$ cat src/rtl/program_loader_pkg.sv
// Shared constants for the program loader and its neighbours on the bus.
// State codes and strobe polarity are common to control_block and the top level.
package program_loader_pkg;

    localparam int RAM_BYTES_DEF = 16;
    localparam int ADDR_W_DEF    = 4;

    localparam logic STROBE_ON  = 1'b0;
    localparam logic STROBE_OFF = 1'b1;

    localparam logic [2:0] ST_IDLE  = 3'd0;
    localparam logic [2:0] ST_WAIT  = 3'd1;
    localparam logic [2:0] ST_ADDR  = 3'd2;
    localparam logic [2:0] ST_DATA  = 3'd3;
    localparam logic [2:0] ST_WRITE = 3'd4;
    localparam logic [2:0] ST_REL   = 3'd5;
    localparam logic [2:0] ST_DONE  = 3'd6;

    typedef enum logic [2:0] {
        S_IDLE  = ST_IDLE,
        S_WAIT  = ST_WAIT,
        S_ADDR  = ST_ADDR,
        S_DATA  = ST_DATA,
        S_WRITE = ST_WRITE,
        S_REL   = ST_REL,
        S_DONE  = ST_DONE
    } load_state_t;

endpackage

$ cat src/rtl/program_loader.sv
// Loads RAM one host byte at a time through the shared bus while in
// programming mode; Moore FSM, outputs decoded from state and address only.
module program_loader
    import program_loader_pkg::*;
#(
    parameter int RAM_BYTES = RAM_BYTES_DEF,
    parameter int ADDR_W    = ADDR_W_DEF
) (
    input  logic              clk,
    input  logic              rst_n,
    input  logic              programming,
    input  logic              host_valid,
    output logic              ready,
    output logic              busy,
    output logic              addr_oe,
    output logic [ADDR_W-1:0] addr,
    output logic              read_ui_in,
    output logic              nLma,
    output logic              nLmd,
    output logic              nLr,
    output logic              done_load
);

    localparam logic [ADDR_W-1:0] LAST_ADDR = ADDR_W'(RAM_BYTES - 1);

    load_state_t       state_q, state_d;
    logic [ADDR_W-1:0] addr_q, addr_d;

    always_ff @(posedge clk) begin
        if (!rst_n) begin
            state_q <= S_IDLE;
            addr_q  <= '0;
        end else begin
            state_q <= state_d;
            addr_q  <= addr_d;
        end
    end

    // Dropping programming aborts any load; a partial RAM image is kept.
    always_comb begin
        state_d = state_q;
        addr_d  = addr_q;
        if (!programming) begin
            state_d = S_IDLE;
            addr_d  = '0;
        end else begin
            unique case (state_q)
                S_IDLE: begin
                    state_d = S_WAIT;
                    addr_d  = '0;
                end
                S_WAIT: begin
                    if (host_valid) state_d = S_ADDR;
                end
                S_ADDR:  state_d = S_DATA;
                S_DATA:  state_d = S_WRITE;
                S_WRITE: begin
                    if (addr_q == LAST_ADDR) begin
                        state_d = S_DONE;
                    end else begin
                        addr_d  = addr_q + 1'b1;
                        state_d = S_REL;
                    end
                end
                S_REL: begin
                    if (!host_valid) state_d = S_WAIT;
                end
                S_DONE:  state_d = S_DONE;
                default: state_d = S_IDLE;
            endcase
        end
    end

    always_comb begin
        ready      = 1'b0;
        busy       = 1'b1;
        addr_oe    = 1'b0;
        read_ui_in = 1'b0;
        nLma       = STROBE_OFF;
        nLmd       = STROBE_OFF;
        nLr        = STROBE_OFF;
        done_load  = 1'b0;
        unique case (state_q)
            S_IDLE:  busy = 1'b0;
            S_WAIT:  ready = 1'b1;
            S_ADDR: begin
                addr_oe = 1'b1;
                nLma    = STROBE_ON;
            end
            S_DATA: begin
                read_ui_in = 1'b1;
                nLmd       = STROBE_ON;
            end
            S_WRITE: nLr = STROBE_ON;
            S_REL:   busy = 1'b1;
            S_DONE: begin
                busy      = 1'b0;
                done_load = 1'b1;
            end
            default: busy = 1'b0;
        endcase
    end

    assign addr = addr_q;

endmodule

$ cat config.mk
export PLATFORM = sky130hd
export DESIGN_NAME = program_loader
export DESIGN_NICKNAME = d
export VERILOG_FILES = /design/src/rtl/program_loader_pkg.sv /design/src/rtl/program_loader.sv
export SDC_FILE = /design/constraint.sdc
export NUM_CORES = 1
export LEC_CHECK = 0
export CORE_AREA = 2 2 39 41
export CTS_CLUSTER_SIZE = 10
export DETAILED_ROUTE_END_ITERATION = 8
export DIE_AREA = 0 0 41 43
export SLEW_MARGIN = 10
export SYNTH_ARGS = -nofsm -noshare
export SYNTH_HDL_FRONTEND = slang
export SYNTH_SLANG_ARGS = --single-unit
export TNS_END_PERCENT = 10
$ cat constraint.sdc
create_clock -name clk -period 1.1 [get_ports clk]
set_clock_uncertainty 0.05 [all_clocks]
set_input_delay 0.165 -clock clk [delete_from_list [all_inputs] [get_ports clk]]
set_output_delay 0.165 -clock clk [all_outputs]
set_load 0.01 [all_outputs]
==> impl_metrics.csv <==
group,metric,value,unit
status,status,"finished with violations",
status,failed_checks,"negative setup slack",
clocking,clock_sink_count,7,
yosys,synth-adder-area-share,2.97,%
worst_setup_path,crit_path_max_delay_family,"flip-flops",
yosys,synth_compound_gate_area_share,18.1,%
place,io_buffers,15,
sta,post_route_setup_slack,-218,ps
sta,timing.final.max_slew_violations,0,
detailed_routing,drt_iter0_drc,9,
grt,globalRouteOverflowTotal,0,
detailed_routing,vias_per_cell,5.04,
yosys,synth_top_family_by_area,"simple AND/OR/NAND/NOR gates",
layout,post_route_cells_drive_above_1_share,54.2,%
sta,report.final.hold_viol_count,0,
detailed_routing,drt_pass1_iterations,4,
worst_setup_path,critical_path.startpoint_type,"flip-flop",
clocking,cts_buffers,3,
power_and_ir_drop,leakage_power,0.315,nW
grt,grt_pass1_wl,1.84,mm
clocking,worst_setup_hold_path_clk_slew,50,ps
worst_setup_path,worst_path_largest_cell_delay,380,ps
clocking,cts.htree.levels,1,
power_and_ir_drop,power.combinational.fraction,14.9,%
sta,fin_crit,1320,ps
sta,timing.fmax,759,MHz
floorplan,io-pin-count,16,
min_path,min_delay_worst_type,"input port to flip-flop",
detailed_routing,detail_route.wirelength,1.14,mm
grt,maximum_number_of_pins_on_one_net_before_global_route_repair,10,
worst_setup_path,crit_chain,"inv_2 > buf_4 > and3_1 > buf_2",
power_and_ir_drop,power_density,803,mW/mm^2
yosys,postSynthAreaPerCell,7.96,um^2
min_path,hold_path_depth,3,
worst_setup_path,reg2reg_setup_slack,-60,ps
layout,antennaDiodeCount,0,
yosys,yosys.area_share.simple,38.3,%
floorplan,placementRows,14,
yosys,mappedNetlistNets,58,
detailed_routing,detailroute.via_count,499,
detailed_routing,met2_length,516,um
yosys,synth.yosys.warnings,0,
worst_setup_path,cp-end-kind,"primary output",
yosys,yosys-mux-area-fraction,0,%
detailed_routing,detail_route.drc_violations,0,
worst_setup_path,slowest_stage,"sky130_fd_sc_hd__dfxtp_4",
detailed_routing,highest_layer,"met4",
worst_setup_path,rr_endpoint,"addr[3]",
layout,final_net_count,89,
clocking,clk_latency,260,ps
grt,first_global_vias,437,
yosys,yosysUniqueCellTypes,25,
floorplan,chipHeight,43,um
yosys,synthesis.instances,53,
sta,final_setup_violating_endpoints,10,
clocking,cts_hold_repair.buffers,0,
sta,period_share,120,%
detailed_routing,wire_per_inst,11.5,um
power_and_ir_drop,internal_power,438,uW
floorplan,core_area,0.00138,mm^2
power_and_ir_drop,switching_share,25.6,%
floorplan,die_x,41,um
power_and_ir_drop,clock_power_share,42.1,%
yosys,synth_seq_cells,7,
yosys,synthDominantAreaCellType,"sky130_fd_sc_hd__dfxtp_1",
sta,max-slew-margin-rel,81.4,%
power_and_ir_drop,p_sw,151,uW
worst_setup_path,critPathMaxFanout,6,
floorplan,start_util,30.5,%
grt,number_of_antenna_violations_at_the_first_check_in_global_routing,0,
flow_run,maxCapViolations,0,
detailed_routing,final_antenna_net_count,0,
layout,share_of_the_core_filled_with_cells_in_the_final_layout,53.0,%
layout,layout_common_cells,"sky130_fd_sc_hd__buf_4 (11), sky130_fd_sc_hd__buf_2 (6)",
place,dp_hpwl,818,um
clocking,cts-root-to-sink-buffers,2,
power_and_ir_drop,vdd.ir_drop.worst,0.572,mV
worst_setup_path,worst-r2r-cell-count,5,
yosys,synth_area,422,um^2
layout,area_growth_syn_to_layout,73.9,%
detailed_routing,met1Wirelength,507,um
sta,transition_at_the_pin_with_the_smallest_max_transition_slack,279,ps
place,place.gp.congestion,0.754,
worst_setup_path,cp_data_required_time,880,ps
yosys,synth_xor_area_share,0,%
worst_setup_path,worst_r2r_startpoint,"state_q[1]",
layout,most_common_library_cell_in_the_layout_ignoring_fill_and_taps,"sky130_fd_sc_hd__buf_4",
sta,rsz0062_at_grt,"true",
power_and_ir_drop,p_seq_share,42.9,%
worst_setup_path,path_buf_inv,3,
worst_setup_path,crit_type,"flip-flop to primary output",
min_path,hp-start,"host_valid",
yosys,synth_sequential_area_ratio,33.2,%
yosys,post_synth_main_area_contributors,"sky130_fd_sc_hd__dfxtp_1 (33%), sky130_fd_sc_hd__a21oi_1 (5.9%), sky130_fd_sc_hd__and3_1 (5.9%)",
yosys,synth_largest_type_area_fraction,33.2,%
clocking,clock_tree.root_cell,"sky130_fd_sc_hd__clkbuf_4",
sta,final.setup.tns,-1460,ps
min_path,whs_endpoint,"state_q[1]",
clocking,clock_tree_from_tritoncts,"done",
worst_setup_path,worst-endpoint-arrival,1100,ps
floorplan,dieArea,0.00176,mm^2
grt,gr-usage-all-layers,16.6,%
detailed_routing,wl_met3,69,um
worst max path at each step:
stage                     startpoint        end  slack, ps  cells past startpoint
after floorplan           state_q[2]       nLma         -7                      3
after global placement    state_q[2]       busy       -380                      3
after detailed placement  state_q[0]       nLma       -370                      4
after CTS                 state_q[1]      ready       -230                      3
after global routing      state_q[0]  done_load       -270                      4
final                     state_q[0]  done_load       -220                      4
worst reg2reg max path: stages (launching register included):
cell and delay (ps):
sky130_fd_sc_hd__dfxtp_4 370, sky130_fd_sc_hd__buf_4 140, sky130_fd_sc_hd__nor2_4 40, sky130_fd_sc_hd__buf_6 120
sky130_fd_sc_hd__and4b_1 180, sky130_fd_sc_hd__nor4_2 180
cell usage after synthesis:
cell and n:
sky130_fd_sc_hd__a211oi_1 1, sky130_fd_sc_hd__ha_1 1, sky130_fd_sc_hd__buf_4 1, sky130_fd_sc_hd__nor3b_2 1, sky130_fd_sc_hd__nand2_1 6, sky130_fd_sc_hd__dfxtp_1 7
sky130_fd_sc_hd__and2b_1 1, sky130_fd_sc_hd__inv_1 2, sky130_fd_sc_hd__nand3_1 4, sky130_fd_sc_hd__nor3_1 1, sky130_fd_sc_hd__or2_4 1, sky130_fd_sc_hd__a21oi_1 5
sky130_fd_sc_hd__or2_2 1, sky130_fd_sc_hd__nor2b_1 1, sky130_fd_sc_hd__o21ai_0 5, sky130_fd_sc_hd__and3_1 4, sky130_fd_sc_hd__nor4_2 1, sky130_fd_sc_hd__nand4b_1 1
sky130_fd_sc_hd__buf_6 1, sky130_fd_sc_hd__nand4_1 1, sky130_fd_sc_hd__nor2_1 1, sky130_fd_sc_hd__nor2_2 1, sky130_fd_sc_hd__and4b_1 1, sky130_fd_sc_hd__buf_2 1
sky130_fd_sc_hd__a31oi_1 3
layer usage:
layer | track usage, % | up-vias
met5 | 0 | -
met4 | 12.0 | 0
met3 | 9.42 | 11
met2 | 21.6 | 20
met1 | 19.6 | 216
li1 | - | 252
final cells by class:
class | instances | area [um^2]
clock buffer | 4 | 26.3
fill | 144 | 651
inverter | 2 | 7.51
multi-input combinational | 41 | 297
sequential | 7 | 159
tap | 16 | 20.0
timing repair buffer | 29 | 224
cells by family after synthesis:
kind of cell	Yosys count
compound gates	14
fa+ha+maj	1
buf+inv	5
flops	7
simple gates	26
power groups by stage:
| stage | Combinational, mW | Sequential (mW) | Clock (mW) |
|---|---|---|---|
| 2_1_floorplan | 0.0318 | 0.264 | 0 |
| 3_3_place_gp | 0.0796 | 0.263 | 0 |
| 3_5_place_dp | 0.0791 | 0.264 | 0 |
| 4_1_cts | 0.0845 | 0.257 | 0.261 |
| 5_1_grt | 0.0939 | 0.253 | 0.273 |
| 6_report | 0.0879 | 0.253 | 0.248 |
stage by stage:
stage	power (mW)	setup slack, ps	cells	hold WS, ps	area (um^2)
3_3_place_gp	0.343	-381	94	522	683
2_1_floorplan	0.295	-7.15	53	277	439
3_5_place_dp	0.343	-369	94	527	683
4_1_cts	0.602	-228	99	484	724
5_1_grt	0.621	-266	99	527	733
6_report	0.589	-218	99	490	733
registers in the layout (all words and copies together), names as in the netlist:
signal and flops:
state_q 3, addr 4
what timing repair did:
item,4_1_cts,5_1_grt
resized for setup,54,10
endpoints found under the setup margin,19,19
buffers inserted,1,0
pin swaps,3,4
No activity file was read; power rests on OpenSTA's default activity.
